## config.mk

```make
export PLATFORM = sky130hd
export DESIGN_NAME = blackbox_shift_capture
export DESIGN_NICKNAME = d
export VERILOG_FILES = /design/src/rtl/blackbox_check_pkg.sv /design/src/rtl/blackbox_shift_capture.sv
export SDC_FILE = /design/constraint.sdc
export NUM_CORES = 1
export LEC_CHECK = 0
export CAP_MARGIN = 10
export CORE_AREA = 2 2 39 41
export DETAILED_ROUTE_END_ITERATION = 6
export DIE_AREA = 0 0 41 43
export GPL_TIMING_DRIVEN = 0
export PLACE_DENSITY_LB_ADDON = 0.05
export SLEW_MARGIN = 25
export SYNTH_ARGS = -nofsm -noshare
export SYNTH_HDL_FRONTEND = slang
export SYNTH_SLANG_ARGS = --single-unit
```

## constraint.sdc

```tcl
create_clock -name clock -period 2.4 [get_ports clock]
set_input_delay 0.72 -clock clock [delete_from_list [all_inputs] [get_ports clock]]
set_output_delay 0.72 -clock clock [all_outputs]
set_load 0.05 [all_outputs]
```

## src/rtl/blackbox_check_pkg.sv

```systemverilog
// Shared types and sizing constants for the serial blackbox value checker.
// Counter widths are sized for the largest legal WIDTH, LATENCY and REPEAT.
package blackbox_check_pkg;

    typedef enum logic [1:0] {
        IDLE,
        WAIT,
        SHIFT,
        DONE
    } state_t;

    localparam int MISMATCH_W = 16;
    localparam logic [MISMATCH_W-1:0] MISMATCH_SAT = '1;

    localparam int BIT_IDX_W  = 6;
    localparam int WORD_IDX_W = 16;
    localparam int DLY_W      = 8;

endpackage

```

## src/rtl/blackbox_shift_capture.sv

```systemverilog
// LSB-first serial-to-parallel capture with bit index and word-complete strobe.
// Latency: completed word is presented alongside its final bit; no backpressure, one bit per sample cycle.
module blackbox_shift_capture
    import blackbox_check_pkg::*;
#(
    parameter int unsigned WIDTH = 1
) (
    input  logic                 clock,
    input  logic                 reset,
    input  logic                 clear,
    input  logic                 sample,
    input  logic                 in,
    output logic [BIT_IDX_W-1:0] bit_idx,
    output logic                 word_done,
    output logic [WIDTH-1:0]     assembled
);
    logic [WIDTH-1:0] shreg;
    logic             last;

    assign last      = (bit_idx == BIT_IDX_W'(WIDTH - 1));
    assign word_done = sample && last;

    // Current bit merged in so the full word is ready on the wrapping sample.
    always_comb begin
        assembled = shreg;
        for (int i = 0; i < WIDTH; i++) begin
            if (bit_idx == BIT_IDX_W'(i)) assembled[i] = in;
        end
    end

    always_ff @(posedge clock) begin
        if (reset || clear) begin
            shreg   <= '0;
            bit_idx <= '0;
        end else if (sample) begin
            shreg   <= assembled;
            bit_idx <= last ? '0 : bit_idx + BIT_IDX_W'(1);
        end
    end
endmodule

```

==> results of run 1 <==
final timing paths:
path               from          to  cells past startpoint
max reg2reg  bit_idx[0]  bit_idx[0]                     18
min reg2reg       shreg       shreg                      2
max          bit_idx[1]   assembled                      6
min               shreg       shreg                      2
metrics by stage:
step | utilization [%] | hold slack (ns) | instance area, um2 | total power [mW]
after floorplan | - | 0.434 | 393 | 0.135
after global placement | 37.8 | 0.443 | 523 | 0.145
after detailed placement | 37.8 | 0.478 | 523 | 0.145
after CTS | 50.9 | 0.485 | 704 | 0.258
after global routing | 53.0 | 0.498 | 733 | 0.276
final | 53.0 | 0.478 | 733 | 0.257
tightest hold or removal path, cell delays in order (launching register included):
cell and delay, ns:
dfxtp_1 0.31, nand2_1 0.05, mux2i_1 0.06
flip-flops by register name, summed over array words and instances (netlist names):
signal   flops
bit_idx      6
shreg        1
metal layers:
| layer | vias up | wire length, um | track usage [%] |
|---|---|---|---|
| li1 | 211 | - | - |
| met1 | 220 | 455 | 19.8 |
| met2 | 20 | 661 | 28.7 |
| met3 | 4 | 56 | 6.81 |
| met4 | 0 | 27 | 10.0 |
| met5 | - | 0 | 0 |
layout make-up:
class | instances | area [um2] | area share (%)
plain buffers | 2 | 8.76 | 1.19
clock buffers | 4 | 26.3 | 3.58
inverters | 3 | 11.3 | 1.54
multi-input cells | 31 | 243 | 33.1
flip-flops and latches | 7 | 143 | 19.5
well taps | 16 | 20.0 | 2.73
repair buffers | 29 | 282 | 38.4
power by group:
part           total [mW]  internal (mW)  switching (mW)
clock               0.113         0.0638          0.0488
combinational      0.0276         0.0129          0.0147
sequential          0.117          0.117        0.000312
total               0.257          0.193          0.0638
synthesized netlist by cell type:
| cell type | number | area share, % |
|---|---|---|
| a21boi_1 | 2 | 3.9 |
| a21oi_1 | 1 | 1.3 |
| buf_2 | 1 | 1.3 |
| clkbuf_1 | 1 | 0.97 |
| dfxtp_1 | 7 | 36 |
| ha_1 | 2 | 6.5 |
| inv_1 | 3 | 2.9 |
| mux2_1 | 1 | 2.9 |
| mux2i_1 | 2 | 5.2 |
| nand2_1 | 5 | 4.9 |
| nand2b_1 | 2 | 3.2 |
| nand4_1 | 2 | 3.2 |
| nor2_1 | 3 | 2.9 |
| nor2_4 | 2 | 5.8 |
| nor3_1 | 1 | 1.3 |
| o2111ai_1 | 1 | 2.3 |
| o211ai_1 | 1 | 1.9 |
| o21ai_0 | 1 | 1.3 |
| o21ai_2 | 1 | 2.3 |
| or3_1 | 1 | 1.6 |
| or4b_4 | 1 | 3.6 |
| xor2_1 | 2 | 4.5 |
kinds of logic after synthesis:
group                    after synthesis  synth area share (%)
AND/OR/NAND/NOR                       17                  26.5
AO/OA/AOI/OAI                          7                  12.9
flip-flops                             7                  36.2
buffers and inverters                  5                  5.18
multiplexers                           3                  8.09
XOR/XNOR                               2                  4.53
adder cells (fa/ha/maj)                2                  6.47
what timing repair did:
action                                  in CTS  in global routing
pin swaps                                    3                  2
buffers inserted                            19                  0
endpoints found under the setup margin       2                  3
gates resized for setup                     17                 11
==> summary.txt, run 1 <==
status: complete, but fails checks
violated checks: negative setup slack
Placeable Area: 1380 um2
die width: 41 um
IO Port Bufs: 11
Filler cells: 132
Reg clk slew, reported paths: 0.06 ns
IO Pins: 13
layout cell share with drive strength beyond 1: 44.7%
Final setup viols: 1
vias in the first global route: 481
Setup Skew: 0.00654 ns
slew at the pin closest to its max-slew limit: 0.507 ns
Starting Density: 27.9%
worst-path cell chain: inv_2 > ha_4 > or4b_4 > nor2_4 > mux2_4 > buf_8
Max Cap Violations: 0
routed vias: 455
slew margin rel.: 66.1%
Hold Violations, Final: 0
post-synth net total: 50
dpl cells: 70
WP data arrival: 1.85 ns
overall routing resource usage: 18.2%
TritonRoute pass-1 iters: 5
Worst Path Required: 1.68 ns
TritonCTS Buffers: 3
Nets: 84
Layout Cells excl Fill: 92
R2R setup slack: 0.06 ns
fin. max-slew vios: 0
RSZ-0062 raised after global routing: true
Critical Path Fanout Max: 3
CTS sink cnt: 7
HPWL after DPL: 658 um
pre-CTS setup slack: -0.488 ns
critical path class: flop to output port
clock tree from TritonCTS: done
shortest period the worst path allows: 2.57 ns
first-pass GRT wire length: 2100 um
delay-heaviest family, CP: simple AND/OR/NAND/NOR gates
vias per cell: 4.95
Area Growth Syn to Fin: 89.6%
worst skew pair latency: 0.25 ns
VDD IR max: 0.160 mV
yosys warns: 0
initial antenna violation count: 0
CP bufs+invs: 2
Routed WL: 1200 um
Worst Setup Start Kind: flop
Die H: 43 um
most common cell after layout, fill and taps aside: buf_4
largest net degree at the start of global routing: 9
Root Buffer: clkbuf_4
Post-Syn Area: 387 um2
sequential element share of the synthesized area: 36.2%
H-tree depth: 1
pwr/cell area: 351 nW/um2
synthesized area per cell: 8.99 um2
Lkg Pwr: 0.298 nW
Unique masters post-synth: 22
post-synthesis cell count: 43
# hold bufs at CTS: 0
Final WS setup: -0.172 ns
row count: 14
gpl congestion: 0.749
synthesized flop and latch total: 7
Die ar.: 1760 um2
Initial DRC Count: 12
max incr delay on CP: 0.50 ns
Avg WL per Cell: 13.0 um
f_max: 389 MHz
period utilization: 107%
grt total ovfl: 0
Hold Path Class: flop to flop
most frequent cells in the layout: buf_4 (10), clkdlybuf4s50_1 (9), buf_6 (9)
clock buffer depth: 2
Worst setup EP type: output port
CP max-delay cell: or4b_4
DRC: 0
Detail Route Antenna Nets: 0
# diodes: 0
Setup TNS Final: -0.172 ns
Note: power is estimated with default switching activity, not from simulation.
==> inputs of run 2 (changes only) <==
==> constraint.sdc (replaced) <==
create_clock -name clock -period 2.8 [get_ports clock]
set_input_delay 0.84 -clock clock [delete_from_list [all_inputs] [get_ports clock]]
set_output_delay 0.84 -clock clock [all_outputs]
set_load 0.05 [all_outputs]
==> run 2 against run 1 <==
Net effect: the run now ends clean; wire length fell by 26%; final cell count down 15%; count of clock-buffer cells in the layout unchanged; combinational power fell by 16%; clock skew decreased by 0.0047 ns; largest cell class is now multi-input combinational cells; highest routed layer unchanged.
==> summary.txt, run 2 (same netlist as run 1, synthesis figures left out) <==
die width: 41 um
f_max: 365 MHz
Detail Route Antenna Nets: 0
# hold bufs at CTS: 0
most frequent cells in the layout: clkdlybuf4s50_1 (9), nand2_1 (5), dfxtp_1 (5)
Fin Hold WS: 0.473 ns
Most Crowded Layer GR: met2
Nets: 70
status: complete, no violations
critical path class: flop to output port
Setup TNS Final: 0 ns
WP data arrival: 1.90 ns
period utilization: 97.8%
max reg flops: 6
Die H: 43 um
Largest Register: bit_idx
combinational share of power: 10.9%
switch share: 23.2%
# diodes: 0
Placeable Area: 1380 um2
grt total ovfl: 0
Starting Density: 27.9%
Multi-input gate area: 243 um2
routed vias: 368
gpl congestion: 0.751
H-tree depth: 1
IO Port Bufs: 11
largest net degree at the start of global routing: 9
met1 GRT Util: 14.0%
Final WS setup: 0.0611 ns
row count: 14
met3 GRT Util: 3.14%
NetSw: 49.4 uW
Initial DRC Count: 11
TritonRoute pass-1 iters: 4
IO Pins: 13
TritonCTS Buffers: 3
clock tree from TritonCTS: done
Filler cells: 149
most common cell after layout, fill and taps aside: clkdlybuf4s50_1
Worst Path Required: 1.96 ns
Hold Violations, Final: 0
fin. max-slew vios: 0
Clock Power Share: 42.8%
Post-Route Utilization: 43.6%
Setup Skew: 0.00186 ns
Hold Path Class: flop to flop
Reg clk slew, reported paths: 0.05 ns
CTS sink cnt: 7
initial antenna violation count: 0
Max Cap Violations: 0
Routed WL: 891 um
Total Power: 213 uW
pre-CTS setup slack: -0.297 ns
DRC: 0
shortest period the worst path allows: 2.74 ns
Register Area: 148 um2
VDD IR max: 0.210 mV
overall routing resource usage: 12.9%
Pint: 163 uW
Worst Setup Start Kind: flop
Worst setup EP type: output port
HPWL after DPL: 690 um
Root Buffer: clkbuf_4
Final setup viols: 0
Critical Path Fanout Max: 5
RSZ-0062 raised after global routing: false
clock buffer depth: 2
Area Growth Syn to Fin: 56.0%
part of the power in registers: 46.3%
Lkg Pwr: 0.226 nW
grt met2 use: 20.9%
largest registers: bit_idx (6), shreg (1)
worst skew pair latency: 0.25 ns
slew at the pin closest to its max-slew limit: 0.495 ns
first-pass GRT wire length: 1490 um
pwr/cell area: 353 nW/um2
vias in the first global route: 363
vias per cell: 4.72
layout cell share with drive strength beyond 1: 32.3%
Die ar.: 1760 um2
slew margin rel.: 66.9%
Avg WL per Cell: 11.4 um
==> run 2: what timing repair did <==
item                                    CTS  global route
resized for setup                        12             8
pin swaps                                 0             1
endpoints found under the hold margin     0             0
buffers inserted                          0             4
endpoints found under the setup margin    2             2
==> run 2: power by group through the flow <==
stage,combinational [mW],clock (mW),sequential (mW)
2_1_floorplan,0.0129,0,0.102
3_3_place_gp,0.0213,0,0.102
3_5_place_dp,0.0218,0,0.102
4_1_cts,0.0220,0.0929,0.100
5_1_grt,0.0246,0.102,0.0983
6_report,0.0232,0.0909,0.0985
==> run 2: cell type report <==
class / count / area share, %
Tap cell: 16 / 3.32
Sequential cell: 7 / 24.5
Clock buffer: 4 / 4.36
Timing Repair Buffer: 15 / 24.3
Multi-Input combinational cell: 31 / 40.2
Buffer: 2 / 1.45
Inverter: 3 / 1.87
==> run 2: critical path, stage by stage, from the launching register on <==
cell     delay (ns)
dfxtp_4        0.34
inv_2          0.07
ha_4           0.12
or4b_4         0.52
nor2_4         0.13
mux2_4         0.31
buf_8          0.15
==> run 2: final timing paths <==
kind                                 start         end  slack [ns]  cells after the start
worst min register to register       shreg       shreg        0.47                      2
worst max-delay path            bit_idx[0]   assembled        0.06                      6
worst max register to register  bit_idx[0]  bit_idx[2]        1.21                      6
worst min-delay path                 shreg       shreg        0.47                      2
==> run 2: per-stage QoR <==
step	area [um2]	cells
2_1_floorplan	387	43
3_3_place_gp	517	70
3_5_place_dp	517	70
4_1_cts	548	74
5_1_grt	603	78
6_report	603	78
==> run 2: metal layers <==
metal	up-vias	share of wire (%)
met1	169	40
met3	2	4.9
met2	11	53
met4	0	1.2
li1	186	-
met5	-	0
